### src/rtl/ql_cfg_pkg.sv
// ---------------------------------------------------------------------------
// ql_cfg_pkg
// Shared definitions for the QL memory-bank configuration controller:
//   - ql_cfg_state_e : controller FSM state encoding (also exported for debug)
//   - QL_CFG_CRC_POLY / QL_CFG_CRC_INIT : CRC-32 constants for the optional
//     bitstream integrity check (enabled by QL_CFG_CRC_EN)
//   - ql_cfg_words() : number of stream words needed to fill one BL frame
// ---------------------------------------------------------------------------
package ql_cfg_pkg;

  typedef enum logic [2:0] {
    ST_IDLE    = 3'd0,
    ST_LOAD    = 3'd1,
    ST_WRITE   = 3'd2,
    ST_GAP     = 3'd3,
    ST_CHECK   = 3'd4,
    ST_RELEASE = 3'd5,
    ST_DONE    = 3'd6,
    ST_ERROR   = 3'd7
  } ql_cfg_state_e;

  localparam logic [31:0] QL_CFG_CRC_POLY = 32'h04C1_1DB7;
  localparam logic [31:0] QL_CFG_CRC_INIT = 32'hFFFF_FFFF;

  // Words per frame: ceil(bl_width / data_w).
  function automatic int ql_cfg_words(input int bl_width, input int data_w);
    return (bl_width + data_w - 1) / data_w;
  endfunction

endpackage

### src/rtl/ql_cfg_crc32.sv
// ---------------------------------------------------------------------------
// ql_cfg_crc32
// CRC-32 register that folds one 32-bit word per cycle (MSB-first,
// poly 0x04C11DB7, init 0xFFFFFFFF, no final XOR).
// Ports:
//   clk_i    : clock
//   rst_i    : synchronous active-high reset (loads the init value)
//   clear_i  : reload the init value (takes priority over en_i)
//   en_i     : fold data_i into the running CRC this cycle
//   data_i   : 32-bit word to fold
//   crc_o    : current CRC value (registered)
// ---------------------------------------------------------------------------
module ql_cfg_crc32
  import ql_cfg_pkg::*;
(
  input  logic        clk_i,
  input  logic        rst_i,
  input  logic        clear_i,
  input  logic        en_i,
  input  logic [31:0] data_i,
  output logic [31:0] crc_o
);

  logic [31:0] crc_q;
  logic [31:0] crc_d;

  function automatic logic [31:0] crc_step(input logic [31:0] c_in,
                                           input logic [31:0] d);
    logic [31:0] c;
    logic        fb;
    c = c_in;
    for (int i = 31; i >= 0; i--) begin
      fb = c[31] ^ d[i];
      c  = {c[30:0], 1'b0};
      if (fb) c = c ^ QL_CFG_CRC_POLY;
    end
    return c;
  endfunction

  always_comb begin
    crc_d = crc_q;
    if (clear_i)   crc_d = QL_CFG_CRC_INIT;
    else if (en_i) crc_d = crc_step(crc_q, data_i);
  end

  always_ff @(posedge clk_i) begin
    if (rst_i) crc_q <= QL_CFG_CRC_INIT;
    else       crc_q <= crc_d;
  end

  assign crc_o = crc_q;

endmodule

### src/rtl/ql_membank_cfg_ctrl.sv
// ---------------------------------------------------------------------------
// ql_membank_cfg_ctrl
// Configuration controller for the QL memory-bank fabric. Assembles one BL
// frame per word line from a valid/ready word stream, pulses the matching WL
// row, and releases global_resetn once every row has been written.
//
// Optional feature macro: QL_CFG_CRC_EN
//   Defined   : CRC-32 over all frame words, one trailer word checked after
//               the last row (CHECK state); mismatch parks in ERROR.
//   Undefined : no CRC logic, no trailer, cfg_error tied to 0.
//
// Ports:
//   clk, rst          : clock, synchronous active-high reset
//   start             : single-cycle request to (re)start configuration
//   cfg_data/valid    : bitstream word stream in
//   cfg_ready         : controller accepts the word this cycle
//   bl, wl            : fabric bit lines / word lines (wl one-hot or zero)
//   global_resetn     : fabric reset, high only when configured
//   cfg_busy/done/err : status
//   dbg_state         : current FSM state for observation
//
// Handshake: a word transfers on every rising edge where cfg_valid and
// cfg_ready are both 1. cfg_ready is a pure decode of the registered state
// (LOAD or CHECK) and never looks at cfg_valid; the source may hold
// cfg_valid low for any number of cycles, and must hold cfg_data stable
// while cfg_valid is high and the word has not yet been taken.
// ---------------------------------------------------------------------------
module ql_membank_cfg_ctrl
  import ql_cfg_pkg::*;
#(
  parameter int BL_WIDTH  = 514,
  parameter int WL_ROWS   = 407,
  parameter int DATA_W    = 32,
  parameter int WL_PULSE  = 2,
  parameter int RST_DELAY = 10
) (
  input  logic                clk,
  input  logic                rst,
  input  logic                start,
  input  logic [DATA_W-1:0]   cfg_data,
  input  logic                cfg_valid,
  output logic                cfg_ready,
  output logic [BL_WIDTH-1:0] bl,
  output logic [WL_ROWS-1:0]  wl,
  output logic                global_resetn,
  output logic                cfg_busy,
  output logic                cfg_done,
  output logic                cfg_error,
  output ql_cfg_state_e       dbg_state
);

  localparam int NW     = ql_cfg_words(BL_WIDTH, DATA_W);
  localparam int WORD_W = $clog2(NW + 1);
  localparam int ROW_W  = $clog2(WL_ROWS + 1);
  localparam int PUL_W  = $clog2(WL_PULSE + 1);
  localparam int DLY_W  = $clog2(RST_DELAY + 1);

  ql_cfg_state_e       state_q, state_d;
  logic [ROW_W-1:0]    row_q, row_d;
  logic [WORD_W-1:0]   word_q, word_d;
  logic [PUL_W-1:0]    pul_q, pul_d;
  logic [DLY_W-1:0]    dly_q, dly_d;
  logic [BL_WIDTH-1:0] bl_q, bl_d;
  logic                hs;

`ifdef QL_CFG_CRC_EN
  logic        crc_clear;
  logic        crc_en;
  logic [31:0] crc_val;

  ql_cfg_crc32 u_crc (
    .clk_i   (clk),
    .rst_i   (rst),
    .clear_i (crc_clear),
    .en_i    (crc_en),
    .data_i  (cfg_data),
    .crc_o   (crc_val)
  );
`endif

  assign cfg_ready = (state_q == ST_LOAD) || (state_q == ST_CHECK);
  assign hs        = cfg_valid && cfg_ready;

  always_comb begin
    state_d = state_q;
    row_d   = row_q;
    word_d  = word_q;
    pul_d   = pul_q;
    dly_d   = dly_q;
    bl_d    = bl_q;
`ifdef QL_CFG_CRC_EN
    crc_clear = 1'b0;
    crc_en    = 1'b0;
`endif
    case (state_q)
      // ERROR is only reachable with the CRC check built in.
      ST_IDLE, ST_DONE, ST_ERROR: begin
        if (start) begin
          state_d = ST_LOAD;
          row_d   = '0;
          word_d  = '0;
          bl_d    = '0;
`ifdef QL_CFG_CRC_EN
          crc_clear = 1'b1;
`endif
        end
      end
      ST_LOAD: begin
        if (hs) begin
          // Scatter the word into its slot; bits beyond BL_WIDTH in the
          // last word simply have no destination.
          for (int i = 0; i < BL_WIDTH; i++) begin
            if (word_q == WORD_W'(i / DATA_W)) bl_d[i] = cfg_data[i % DATA_W];
          end
          word_d = word_q + 1'b1;
`ifdef QL_CFG_CRC_EN
          crc_en = 1'b1;
`endif
          if (word_q == WORD_W'(NW - 1)) begin
            state_d = ST_WRITE;
            pul_d   = '0;
          end
        end
      end
      ST_WRITE: begin
        if (pul_q == PUL_W'(WL_PULSE - 1)) state_d = ST_GAP;
        else                               pul_d   = pul_q + 1'b1;
      end
      ST_GAP: begin
        row_d  = row_q + 1'b1;
        word_d = '0;
        bl_d   = '0;
        if (row_q == ROW_W'(WL_ROWS - 1)) begin
`ifdef QL_CFG_CRC_EN
          state_d = ST_CHECK;
`else
          // The GAP cycle counts as the first delay cycle, so resetn rises
          // exactly RST_DELAY cycles after it.
          if (RST_DELAY == 1) state_d = ST_DONE;
          else begin
            state_d = ST_RELEASE;
            dly_d   = DLY_W'(1);
          end
`endif
        end else begin
          state_d = ST_LOAD;
        end
      end
`ifdef QL_CFG_CRC_EN
      ST_CHECK: begin
        if (hs) begin
          if (cfg_data == crc_val) begin
            if (RST_DELAY == 1) state_d = ST_DONE;
            else begin
              state_d = ST_RELEASE;
              dly_d   = DLY_W'(1);
            end
          end else begin
            state_d = ST_ERROR;
          end
        end
      end
`endif
      ST_RELEASE: begin
        if (dly_q == DLY_W'(RST_DELAY - 1)) state_d = ST_DONE;
        else                                dly_d   = dly_q + 1'b1;
      end
      default: state_d = ST_IDLE;
    endcase
  end

  always_ff @(posedge clk) begin
    if (rst) begin
      state_q <= ST_IDLE;
      row_q   <= '0;
      word_q  <= '0;
      pul_q   <= '0;
      dly_q   <= '0;
      bl_q    <= '0;
    end else begin
      state_q <= state_d;
      row_q   <= row_d;
      word_q  <= word_d;
      pul_q   <= pul_d;
      dly_q   <= dly_d;
      bl_q    <= bl_d;
    end
  end

  // One-hot row decode, only while the pulse is active.
  always_comb begin
    wl = '0;
    if (state_q == ST_WRITE) begin
      for (int r = 0; r < WL_ROWS; r++) wl[r] = (row_q == ROW_W'(r));
    end
  end

  assign bl            = bl_q;
  assign global_resetn = (state_q == ST_DONE);
  assign cfg_done      = (state_q == ST_DONE);
  assign cfg_busy      = !((state_q == ST_IDLE) || (state_q == ST_DONE) ||
                           (state_q == ST_ERROR));
`ifdef QL_CFG_CRC_EN
  assign cfg_error     = (state_q == ST_ERROR);
`else
  assign cfg_error     = 1'b0;
`endif
  assign dbg_state     = state_q;

endmodule

### config.mk
export PLATFORM = sky130hd
export DESIGN_NAME = ql_membank_cfg_ctrl
export DESIGN_NICKNAME = d
export VERILOG_FILES = /design/src/rtl/ql_cfg_pkg.sv /design/src/rtl/ql_cfg_crc32.sv /design/src/rtl/ql_membank_cfg_ctrl.sv
export SDC_FILE = /design/constraint.sdc
export NUM_CORES = 1
export LEC_CHECK = 0
export ABC_AREA = 1
export CORE_AREA = 2 2 374 376
export DETAILED_ROUTE_END_ITERATION = 10
export DIE_AREA = 0 0 376 378
export GPL_TIMING_DRIVEN = 0
export PLACE_DENSITY_LB_ADDON = 0.2
export REMOVE_ABC_BUFFERS = 1
export SYNTH_ARGS = -nofsm -noshare
export SYNTH_HDL_FRONTEND = slang
export SYNTH_SLANG_ARGS = --single-unit
### constraint.sdc
create_clock -name clk -period 5.3 [get_ports clk]
set_input_delay 0.795 -clock clk [delete_from_list [all_inputs] [get_ports clk]]
set_output_delay 0.795 -clock clk [all_outputs]
set_load 0.1 [all_outputs]
==> impl_results.rst, run 1 <==
.. list-table::
   :header-rows: 1

   * - Metric
     - Value
   * - Most frequent cell after synthesis
     - sky130_fd_sc_hd__dfxtp_1
   * - Maximum level of the CTS H-tree
     - 3
   * - Most numerous cell on the critical path
     - sky130_fd_sc_hd__inv_1
   * - Combined global-route utilization of all metal layers
     - 22.72%
   * - Setup crit start kind
     - register
   * - Number of primary I/O pins
     - 965
   * - Number of endpoints with negative hold slack in the final report
     - 0
   * - Detailed-route via count
     - 28420
   * - Number of input and output port buffers inserted
     - 963
   * - Setup repair after global routing missed its margin
     - true
   * - Post-route worst hold slack
     - 0.4693 ns
   * - CP max-delay cell
     - sky130_fd_sc_hd__clkdlybuf4s50_1
   * - Clock transition at the register clock pins on the worst setup and hold paths after CTS
     - 0.06 ns
   * - Die Width
     - 376 um
   * - Layout cells sized above 1
     - 5.867%
   * - Sequential cell area fraction in the yosys report
     - 44.43%
   * - Part of the power in the clock network
     - 22.4%
   * - Synth warnings
     - 0
   * - Max Clk Rate
     - 191.4 MHz
   * - R2r setup slk
     - 0.87 ns
   * - Comb pwr share
     - 55.9%
   * - Cell row count
     - 137
   * - Dpl hpwl
     - 120.3 mm
   * - Aggregate routed wire length
     - 170.2 mm
   * - Ranking of synthesized cells by area
     - sky130_fd_sc_hd__dfxtp_1, sky130_fd_sc_hd__a21oi_1, sky130_fd_sc_hd__o21ai_0
   * - Portion of the clock cycle consumed by the worst path in the final layout
     - 98.60%
   * - Standard cell area after detailed placement
     - 35950 um2
   * - First-pass GRT wire length
     - 228.3 mm
   * - Post-route total power
     - 22.10 mW
   * - Data required time of the critical path
     - 4.51 ns
   * - Number of max-cap violations
     - 1
   * - PD cells
     - 572.0 nW/um2
   * - Average wire length per cell after detail routing
     - 28.85 um
   * - Startpoint of the most critical register-to-register path
     - dbg_state[1]
   * - Nets
     - 4087
   * - Post-route antenna net violation count
     - 0
   * - Maximum fanout count along the critical path
     - 17
   * - Number of synthesized flops with an enable pin
     - 0
   * - Total Die Area
     - 142100 um2
   * - GPL Wtd Cong
     - 0.8721
   * - Number of cells on the worst reg-to-reg path
     - 8
   * - Number of buffers created by CTS
     - 72
   * - Area of the core
     - 138500 um2
   * - Fin crit period
     - 5.226 ns
   * - Critical path class
     - reg2out
   * - Instance count of the mapped netlist
     - 3344
   * - Max VDD drop
     - 475.8 uV
   * - Headroom to the max-slew limit
     - -0.4314%
   * - Cell breakdown of the critical path
     - inv_1 -> ha_1 -> inv_1 -> nor2_1 -> clkinv_1 -> nor3_1 -> clkdlybuf4s50_1
   * - Number of clock sinks
     - 537
   * - Final slew viol count
     - 20
   * - Setup crit end kind
     - primary output
   * - Post-Place Worst Slack
     - 0.1100 ns
   * - Via count of the first global-routing pass
     - 26780
   * - Min-delay src
     - bl[247]
   * - Avg Vias per Cell
     - 4.816
   * - Outcome
     - finished with violations
   * - Stage delay of the slowest cell on the critical path
     - 1.19 ns
   * - Count of endpoints failing setup in the final report
     - 0
   * - Gr ovfl total
     - 0
   * - Leakage power total
     - 13.56 nW
   * - Clk_skew
     - 0.02234 ns
   * - Total non-filler cell area in the finished layout
     - 38640 um2
   * - Clock tree from TritonCTS
     - done
   * - Clock Tree Buf Depth
     - 3
   * - Origin of the worst setup path
     - row_q[0]
   * - FF+latch count, synth
     - 537
   * - Switching power of the nets
     - 12.55 mW
   * - Fraction of post-synthesis cell area in the top cell type by area
     - 44.43%
   * - Final worst-path setup slack
     - 0.07398 ns
   * - List of most frequent post-synthesis cells
     - sky130_fd_sc_hd__dfxtp_1, sky130_fd_sc_hd__a21oi_1, sky130_fd_sc_hd__o21ai_0
   * - Internal power contribution
     - 9.548 mW
   * - Later-pin clock latency in the skew report
     - 0.67 ns
   * - Switching fraction of total power
     - 56.80%
   * - Number of DRC violations after detailed routing
     - 0
   * - Worst hold path cell count
     - 2
   * - Share of flip-flops with an asynchronous set or reset
     - 0%
   * - Failing checks
     - max-capacitance violations, max-slew violations
   * - DRC marker count from the first detailed-route iteration
     - 2304
   * - Flip-flop cell with the highest count after synthesis
     - sky130_fd_sc_hd__dfxtp_1
   * - Post-synth design cell area
     - 24200 um2
   * - Actual slew at the worst max-slew pin
     - 1.506 ns
   * - Effective utilization at floorplan
     - 17.47%
   * - Hold crit path type
     - reg2reg
   * - P&R area growth vs syn
     - 59.70%
   * - 1st-pass router iterations
     - 6
   * - Arr. time, crit path
     - 4.43 ns
   * - Average cell area after synthesis
     - 7.236 um2
   * - Share of power burned in registers
     - 21.7%
   * - Buffer type at the clock tree root
     - sky130_fd_sc_hd__clkbuf_16
   * - Distinct cell type count after synthesis
     - 30
   * - Cell type with the highest aggregate area in the netlist
     - sky130_fd_sc_hd__dfxtp_1
   * - Largest net degree at the start of global routing
     - 145
   * - Initial antenna violation count
     - 10
   * - Die height
     - 378 um
[cells in the final DEF (no fill, tap or decap), drive strengths merged, types with 65 or more instances in the layout]
master and instances:
clkdlybuf4s50 862, a21oi 524, o21ai 532, inv 120
nand2 141, nand4 165, dlymetal6s2s 97, clkbuf 105
nor3 198, nor2 319, buf 65, nand3 373
dfxtp 537
[critical path, delay by kind of cell, from the launching register on]
family	cells	cell delay, ns
buffers and inverters	4	2.39
flip-flops	1	0.36
AND/OR/NAND/NOR	2	0.84
adder cells (fa/ha/maj)	1	0.15
[power groups by stage]
| stage | registers [mW] | clock network (mW) | logic, mW |
|---|---|---|---|
| floorplan | 8.09 | 0 | 3.58 |
| detailed placement | 4.87 | 0 | 12.4 |
| CTS | 4.79 | 5.10 | 12.4 |
| global route | 4.85 | 5.23 | 13.0 |
| finish | 4.79 | 4.96 | 12.4 |
| global placement | 4.87 | 0 | 11.3 |
[worst paths after layout]
check                  to
hold reg to reg   bl[247]
hold / removal    bl[247]
setup / recovery  wl[332]
setup reg to reg   bl[44]
[flip-flops by register name (all words and copies together), names as in the netlist]
name / flops
dbg_state: 3
bl: 514
row_q: 9
word_q: 5
pul_q: 2
dly_q: 4
[cells by family (layout without fill, tap and decap cells)]
group,count (synthesis),after routing,share of synthesized area (%)
buffers and inverters,530,1277,9.023
adder cells (fa/ha/maj),13,13,0.6722
XOR/XNOR,4,4,0.1448
AO/OA/AOI/OAI,1059,1059,21.92
other,1,4,0.01550
AND/OR/NAND/NOR,1200,1200,23.79
flip-flops,537,537,44.43
[timing repair]
| item | 4_1_cts | 5_1_grt |
|---|---|---|
| buffers inserted | 2 | 0 |
| hold buffers | 0 | 0 |
| endpoints found under the setup margin | 64 | 91 |
| pin swaps | 1 | 0 |
| resized for setup | 8 | 102 |
[metrics by stage]
step / setup TNS, ns / utilization [%] / instances
after floorplan: -1888.06 / - / 2937
after global placement: -6923.59 / 24.82 / 5707
after detailed placement: 0 / 25.96 / 5765
after CTS: 0 / 27.65 / 5894
after global routing: -0.05658 / 27.90 / 5898
final: 0 / 27.90 / 5901
[routing by layer]
metal	share of wire [%]	GRT usage, %	vias to the layer above
met5	0.022	0	-
met3	7.6	6.145	209
met2	49	38.97	1098
met1	40	26.56	14080
li1	-	-	13030
met4	4.2	9.638	4
[final cells by class]
cell class | count | area, um2
fillers | 15060 | 99860
multi-input cells | 2277 | 11500
repair buffers | 1027 | 11330
flip-flops and latches | 537 | 10750
well taps | 1807 | 2261
clock buffers | 104 | 2033
inverters | 123 | 479.2
clock inverters | 23 | 287.8
diodes | 3 | 7.507
No activity file was read; power rests on OpenSTA's default activity.
==> run 2, diff against run 1 <==
ABC_AREA = 0   (was 1)
==> run 2 against run 1 <==
Effect of this change: the flow now finishes without violations; maximum frequency up 3.5%; global-route usage down 5.6 points; sequential cell count unchanged; sequential power down 15%; wire length down 24%; critical path depth down 2.
==> impl_results.rst, run 2 <==
.. list-table::
   :header-rows: 1

   * - Metric
     - Value
   * - Area of the core
     - 138500 um2 (unchanged)
   * - Clock Tree Buf Depth
     - 3 (unchanged)
   * - P&R area growth vs syn
     - 74.86%
   * - Fraction of post-synthesis cell area in the top cell type by area
     - 52.95% (+8.5 points)
   * - Min-delay src
     - bl[7]
   * - 1st-pass router iterations
     - 7 (+1)
   * - Number of max-cap violations
     - 0 (-1)
   * - Worst hold path cell count
     - 1 (-1)
   * - Largest net degree at the start of global routing
     - 33 (-77%)
   * - Origin of the worst setup path
     - row_q[0]
   * - Die Width
     - 376 um (unchanged)
   * - Number of synthesized flops with an enable pin
     - 0 (unchanged)
   * - Leakage power total
     - 14.82 nW (+9.3%)
   * - Maximum fanout count along the critical path
     - 22 (+5)
   * - Mux contribution to synthesized area
     - 1.941% (+1.9 points)
   * - Flip-flop cell with the highest count after synthesis
     - sky130_fd_sc_hd__dfxtp_1
   * - Cell row count
     - 137 (unchanged)
   * - Die height
     - 378 um (unchanged)
   * - Detailed-route via count
     - 20840 (-27%)
   * - Most frequent cell after synthesis
     - sky130_fd_sc_hd__dfxtp_1
   * - Hold crit path type
     - reg2reg
   * - Post-layout utilization of the core
     - 25.63% (-2.3 points)
   * - Final worst-path setup slack
     - 0.2486 ns (+0.1746 ns)
   * - Most used cells in the layout excluding fill and tap cells
     - sky130_fd_sc_hd__clkdlybuf4s50_1, sky130_fd_sc_hd__dfxtp_1, sky130_fd_sc_hd__nor2_1, sky130_fd_sc_hd__nand3_1, sky130_fd_sc_hd__o21ai_0
   * - Setup repair after global routing missed its margin
     - false
   * - Synth Area in Simple Gates
     - 20.70% (-3.1 points)
   * - Post-route total power
     - 9.712 mW (-56%)
   * - Combined global-route utilization of all metal layers
     - 17.15% (-5.6 points)
   * - Instance count of the mapped netlist
     - 2330 (-30%)
   * - Number of primary I/O pins
     - 965 (unchanged)
   * - Setup crit start kind
     - register
   * - Clk_skew
     - 0.05754 ns (+0.03520 ns)
   * - Clock transition at the register clock pins on the worst setup and hold paths after CTS
     - 0.05 ns (about the same)
   * - Initial antenna violation count
     - 14 (+4)
   * - Headroom to the max-slew limit
     - 7.051% (+7.5 points)
   * - Number of clock sinks
     - 537 (unchanged)
   * - Most common cell after layout, fill and taps aside
     - sky130_fd_sc_hd__clkdlybuf4s50_1
   * - Share of flip-flops with an asynchronous set or reset
     - 0% (unchanged)
   * - Count of endpoints failing setup in the final report
     - 0 (unchanged)
   * - Portion of the clock cycle consumed by the worst path in the final layout
     - 95.31% (-3.3 points)
   * - Post-Synth Adder-Cell Area
     - 0.8011% (+0.13 points)
   * - Total Die Area
     - 142100 um2 (unchanged)
   * - Final slew viol count
     - 0 (-100%)
   * - Number of endpoints with negative hold slack in the final report
     - 0 (unchanged)
   * - Max Clk Rate
     - 198.0 MHz (+3.5%)
   * - Fraction of the mapped netlist area in compound gates
     - 17.44% (-4.5 points)
   * - Maximum level of the CTS H-tree
     - 3 (unchanged)
   * - Max VDD drop
     - 261.0 uV (-45%)
   * - Cell type with the highest aggregate area in the netlist
     - sky130_fd_sc_hd__dfxtp_1
   * - Distinct cell type count after synthesis
     - 60 (+100%)
   * - Fin crit period
     - 5.051 ns (-0.1746 ns)
   * - Actual slew at the worst max-slew pin
     - 1.391 ns (-0.1151 ns)
   * - Buffer type at the clock tree root
     - sky130_fd_sc_hd__clkbuf_16
   * - Average cell area after synthesis
     - 8.714 um2 (+20%)
   * - GPL Wtd Cong
     - 0.7730 (-11%)
   * - DRC marker count from the first detailed-route iteration
     - 1327 (-42%)
   * - Post-synth design cell area
     - 20300 um2 (-16%)
   * - Average wire length per cell after detail routing
     - 25.54 um (-11%)
   * - Placed cell count
     - 4906 (-15%)
   * - Later-pin clock latency in the skew report
     - 0.67 ns (about the same)
   * - Ranking of synthesized cells by area
     - sky130_fd_sc_hd__dfxtp_1, sky130_fd_sc_hd__nor2_1, sky130_fd_sc_hd__o2bb2ai_1
   * - Cell Count, Final, Fillers Out
     - 5038 (-15%)
   * - Sequential cell area fraction in the yosys report
     - 52.95% (+8.5 points)
   * - Post-Place Worst Slack
     - -0.1466 ns (-0.2566 ns)
   * - Critical path class
     - reg2out
   * - Setup crit end kind
     - primary output
   * - Avg Vias per Cell
     - 4.136 (-14%)
   * - Cts hold-fix bufs
     - 0 (unchanged)
   * - Number of cells on the worst reg-to-reg path
     - 4 (-4)
   * - Effective utilization at floorplan
     - 14.66% (-2.8 points)
   * - Clock tree from TritonCTS
     - done
   * - Largest register FFs
     - 514 (unchanged)
   * - List of most frequent post-synthesis cells
     - sky130_fd_sc_hd__dfxtp_1, sky130_fd_sc_hd__nor2_1, sky130_fd_sc_hd__nand3_1
   * - Synthesized-area fraction occupied by xor and xnor cells
     - 0.1294% (-0.015 points)
   * - Post-route antenna net violation count
     - 0 (unchanged)
   * - Synth warnings
     - 0 (unchanged)
   * - Outcome
     - complete, no violations
   * - Dpl hpwl
     - 94.57 mm (-21%)
   * - Arr. time, crit path
     - 4.26 ns (-0.17 ns)
   * - First-pass GRT wire length
     - 171.8 mm (-25%)
   * - Data required time of the critical path
     - 4.51 ns (about the same)
   * - Via count of the first global-routing pass
     - 19680 (-27%)
   * - FF+latch count, synth
     - 537 (unchanged)
   * - Layout cells sized above 1
     - 7.668% (+1.8 points)
   * - Number of DRC violations after detailed routing
     - 0 (unchanged)
   * - PD cells
     - 273.5 nW/um2 (-52%)
   * - Gr ovfl total
     - 0 (unchanged)
   * - Main combinational cell family by area after synthesis
     - simple AND/OR/NAND/NOR gates
   * - Number of buffers created by CTS
     - 69 (-4.2%)
   * - Startpoint of the most critical register-to-register path
     - dbg_state[0]
   * - Nets
     - 3219 (-21%)
   * - Aggregate routed wire length
     - 128.7 mm (-24%)
   * - Number of input and output port buffers inserted
     - 963 (unchanged)
[run 2: cell count changes after synthesis, sizes merged, moves of 13 or more]
| cell | previous run | this run |
|---|---|---|
| buf | 182 | 93 |
| a21oi | 524 | 7 |
| nor2b | 0 | 13 |
| nor2 | 319 | 427 |
| mux2i | 0 | 36 |
| nor3 | 198 | 14 |
| nand4 | 165 | 5 |
| inv | 116 | 9 |
| clkbuf | 225 | 163 |
| nand2 | 141 | 123 |
| o2bb2ai | 0 | 192 |
| nand3 | 373 | 318 |
| o21ai | 532 | 300 |
[run 2: where the power goes]
part | leakage (nW) | internal, mW | total, mW | switching [mW]
combinational | 9.32 | 0.143 | 0.630 | 0.487
sequential | 4.33 | 4.05 | 4.07 | 0.0143
clock | 1.17 | 2.99 | 5.01 | 2.03
total | 14.8 | 7.18 | 9.71 | 2.53
[run 2: final timing paths]
path	end	slack, ns
min reg2reg	bl[7]	0.46
max	wl[383]	0.25
min	bl[7]	0.46
max reg2reg	bl[196]	1.04
[run 2: what timing repair did]
item                                    CTS  global route
buffers inserted                          0             0
cloned                                    0             0
endpoints found under the setup margin  247           189
resized for setup                        18           189
[run 2: critical path: stages, from the launching register on]
cell	delay, ns
sky130_fd_sc_hd__dfxtp_1	0.45
sky130_fd_sc_hd__ha_1	0.38
sky130_fd_sc_hd__nand3_2	0.74
sky130_fd_sc_hd__or2_2	0.71
sky130_fd_sc_hd__nor3_1	0.15
sky130_fd_sc_hd__clkdlybuf4s50_1	1.18
[run 2: cells by family (layout without fill, tap and decap cells)]
logic type | Yosys count | in the layout
mux | 39 | 39
other cells | 1 | 11
buf+inv | 266 | 1157
fa+ha+maj | 13 | 13
flops | 537 | 537
xor+xnor | 3 | 3
compound gates | 532 | 532
simple gates | 939 | 939
[run 2: metal layers]
metal	vias to the layer above	part of all wire (%)	wire length [um]	track usage (%)
li1	9760	-	-	-
met1	10170	39	50670	19.55
met2	786	50	64420	30.94
met3	120	8.1	10400	5.114
met4	2	2.5	3188	4.543
met5	-	0.011	14	0
[run 2: stage by stage]
step	cell area (um2)	hold WS [ns]	TNS, ns
6_report	35500	0.4573	0
5_1_grt	35480	0.4732	0
4_1_cts	35000	0.4609	0
3_5_place_dp	32550	0.4454	-0.3146
3_3_place_gp	31020	0.4439	-4065.71
2_1_floorplan	19120	0.4641	-1360.37
[run 2: layout make-up]
type                       instances  area [um2]
tap                             1807        2261
fill                           14850      103000
clock buffer                      99        1979
timing repair buffer            1025       11260
antenna                           10       25.02
clock inverter                    23       454.2
inverter                          10       37.54
sequential                       537       10750
multi-input combinational       1527        8735
==> run 3, diff against run 2 <==
CORE_AREA = 5 5 377 379   (was 2 2 374 376)
DIE_AREA = 0 0 382 384   (was 0 0 376 378)
==> run 3 against run 2 <==
Effect of this change: non-clock buffer count rose by 1; sequential cell count did not move; power fell by 2.2%; largest cell class unchanged; register-to-register slack improved by 0.20 ns; global-route usage fell by 0.24 points; final cell count fell by 0.14%; utilization fell by 0.38 points; wire length rose by 2.1%; maximum frequency fell by 4.4%; highest routed layer unchanged; via count fell by 0.33%.
==> impl_results.rst, run 3 (synthesized netlist as in run 2, its figures left out) <==
.. list-table::
   :header-rows: 1

   * - Metric
     - Value
   * - R2r setup slk
     - 1.24 ns (+0.20 ns)
   * - GPL Wtd Cong
     - 0.7955 (+2.9%)
   * - Aggregate routed wire length
     - 131.4 mm (+2.1%)
   * - Most common cell after layout, fill and taps aside
     - sky130_fd_sc_hd__clkdlybuf4s50_1
   * - Critical path's top delay family
     - simple AND/OR/NAND/NOR gates
   * - Layout cells sized above 1
     - 7.489% (-0.18 points)
   * - Number of primary I/O pins
     - 965 (unchanged)
   * - 1st-pass router iterations
     - 5 (-2)
   * - DRC marker count from the first detailed-route iteration
     - 1214 (-8.5%)
   * - Number of buffers created by CTS
     - 70 (+1.4%)
   * - First-pass GRT wire length
     - 175.8 mm (+2.3%)
   * - Actual slew at the worst max-slew pin
     - 1.373 ns (-0.01812 ns)
   * - Largest net degree at the start of global routing
     - 33 (unchanged)
   * - Number of max-cap violations
     - 0 (unchanged)
   * - Fin crit period
     - 5.281 ns (+0.2298 ns)
   * - Setup crit end kind
     - primary output
   * - Clock Tree Buf Depth
     - 3 (unchanged)
   * - Buffer type at the clock tree root
     - sky130_fd_sc_hd__clkbuf_16
   * - Max VDD drop
     - 264.3 uV (+1.3%)
   * - Outcome
     - complete, no violations
   * - Via count of the first global-routing pass
     - 20000 (+1.6%)
   * - Hold crit path type
     - reg2reg
   * - Maximum level of the CTS H-tree
     - 3 (unchanged)
   * - Gr ovfl total
     - 0 (unchanged)
   * - Die height
     - 384 um (+1.6%)
   * - Count of endpoints failing setup in the final report
     - 0 (unchanged)
   * - Cell row count
     - 137 (unchanged)
   * - Endpoint of the worst hold path
     - bl[502]
   * - Number of cells on the worst reg-to-reg path
     - 6 (+2)
   * - Die Width
     - 382 um (+1.6%)
   * - Post-route antenna net violation count
     - 0 (unchanged)
   * - Post-CTS setup buffer count
     - 0 (unchanged)
   * - Min-delay src
     - bl[502]
   * - Cell breakdown of the critical path
     - nor3b_1 -> and2_1 -> nand2_1 -> nor2_1 -> clkdlybuf4s50_1
   * - Cts hold-fix bufs
     - 0 (unchanged)
   * - Total non-filler cell area in the finished layout
     - 34980 um2 (-1.5%)
   * - Count of instances resized after the clock tree is built
     - 25 (+7)
   * - Dpl hpwl
     - 98.02 mm (+3.6%)
   * - Critical path class
     - reg2out
   * - Setup repair after global routing missed its margin
     - true
   * - Worst hold path cell count
     - 2 (+1)
   * - Final slew viol count
     - 0 (unchanged)
   * - Standard cell area after detailed placement
     - 32550 um2 (about the same)
   * - Number of input and output port buffers inserted
     - 963 (unchanged)
   * - Headroom to the max-slew limit
     - 8.450% (+1.4 points)
   * - Max Clk Rate
     - 189.4 MHz (-4.4%)
   * - Leakage power total
     - 12.02 nW (-19%)
   * - Initial antenna violation count
     - 11 (-3)
   * - Combined global-route utilization of all metal layers
     - 16.91% (-0.24 points)
   * - Post-route worst hold slack
     - 0.4566 ns (-0.0007230 ns)
   * - Clock transition at the register clock pins on the worst setup and hold paths after CTS
     - 0.06 ns (about the same)
   * - Clk_skew
     - 0.05179 ns (-0.005751 ns)
   * - Average wire length per cell after detail routing
     - 26.13 um (+2.3%)
   * - Number of DRC violations after detailed routing
     - 0 (unchanged)
   * - Detailed-route via count
     - 20770 (-0.33%)
   * - Most used cells in the layout excluding fill and tap cells
     - sky130_fd_sc_hd__clkdlybuf4s50_1, sky130_fd_sc_hd__dfxtp_1, sky130_fd_sc_hd__nor2_1, sky130_fd_sc_hd__nand3_1, sky130_fd_sc_hd__o21ai_0
   * - Maximum fanout count along the critical path
     - 29 (+32%)
   * - Later-pin clock latency in the skew report
     - 0.66 ns (about the same)
   * - Area of the core
     - 138500 um2 (unchanged)
   * - Arr. time, crit path
     - 4.49 ns (+0.23 ns)
   * - Post-layout utilization of the core
     - 25.25% (-0.38 points)
   * - P&R area growth vs syn
     - 72.26%
   * - Placed cell count
     - 4907 (+0.020%)
   * - Cell Count, Final, Fillers Out
     - 5031 (-0.14%)
   * - Terminus of the critical flop-to-flop path
     - bl[366]
   * - Total Die Area
     - 146700 um2 (+3.2%)
   * - Clock tree from TritonCTS
     - done
   * - Startpoint of the most critical register-to-register path
     - dbg_state[0]
   * - Number of endpoints with negative hold slack in the final report
     - 0 (unchanged)
   * - Number of clock sinks
     - 537 (unchanged)
   * - Setup crit start kind
     - register
   * - WP buf/inv
     - 1 (unchanged)
   * - Portion of the clock cycle consumed by the worst path in the final layout
     - 99.65% (+4.3 points)
   * - Effective utilization at floorplan
     - 14.66% (unchanged)
   * - Avg Vias per Cell
     - 4.128 (-0.19%)
   * - PD cells
     - 271.7 nW/um2 (-0.69%)
   * - CP max-delay cell
     - sky130_fd_sc_hd__clkdlybuf4s50_1
   * - Largest register FFs
     - 514 (unchanged)
   * - Data required time of the critical path
     - 4.51 ns (about the same)
   * - Nets
     - 3221 (+0.062%)
   * - Stage delay of the slowest cell on the critical path
     - 1.19 ns (about the same)
   * - Post-route total power
     - 9.502 mW (-2.2%)
[run 3: layout make-up]
cell class	instances	area (um2)
fillers	14900	103500
repair buffers	1026	10880
flip-flops and latches	537	10750
multi-input cells	1527	8703
well taps	1807	2261
clock buffers	95	1976
clock inverters	23	352.8
inverters	10	37.54
diodes	6	15.01
[run 3: tightest hold or removal path, stage by stage, from the launching register on]
cell and delay (ns):
sky130_fd_sc_hd__dfxtp_1 0.30, sky130_fd_sc_hd__nand2_1 0.05, sky130_fd_sc_hd__mux2i_1 0.05
[run 3: metrics by stage]
stage          worst slack, ns  setup TNS (ns)
3_3_place_gp            -12.17        -4045.65
2_1_floorplan           -4.729        -1360.37
6_report               0.01876               0
4_1_cts                -0.1432          -3.070
3_5_place_dp          -0.07184         -0.4755
5_1_grt                -0.2850          -5.769
[run 3: worst max-delay path by stage]
stage | cells past startpoint | from | endpoint | slack (ns)
floorplan | 4 | dbg_state[1] | row_q[4] | -4.73
global placement | 4 | rst | row_q[5] | -12.17
detailed placement | 5 | dbg_state[1] | wl[301] | -0.07
CTS | 5 | dbg_state[1] | wl[93] | -0.14
global route | 5 | dbg_state[1] | wl[62] | -0.29
finish | 5 | dbg_state[1] | wl[87] | 0.02
[run 3: routing by layer]
layer	global-route usage (%)	vias to the layer above	routed length, um
met2	29.83	805	65250
met1	19.50	10060	52190
li1	-	9757	-
met5	0	-	13
met4	5.208	2	3443
met3	5.372	142	10540
[run 3: where the power goes]
part           leakage [nW]  internal, mW  switching (mW)
logic                  6.57         0.145           0.479
registers              4.33          4.05          0.0144
clock network          1.12          2.80            2.01
total                  12.0          6.99            2.51
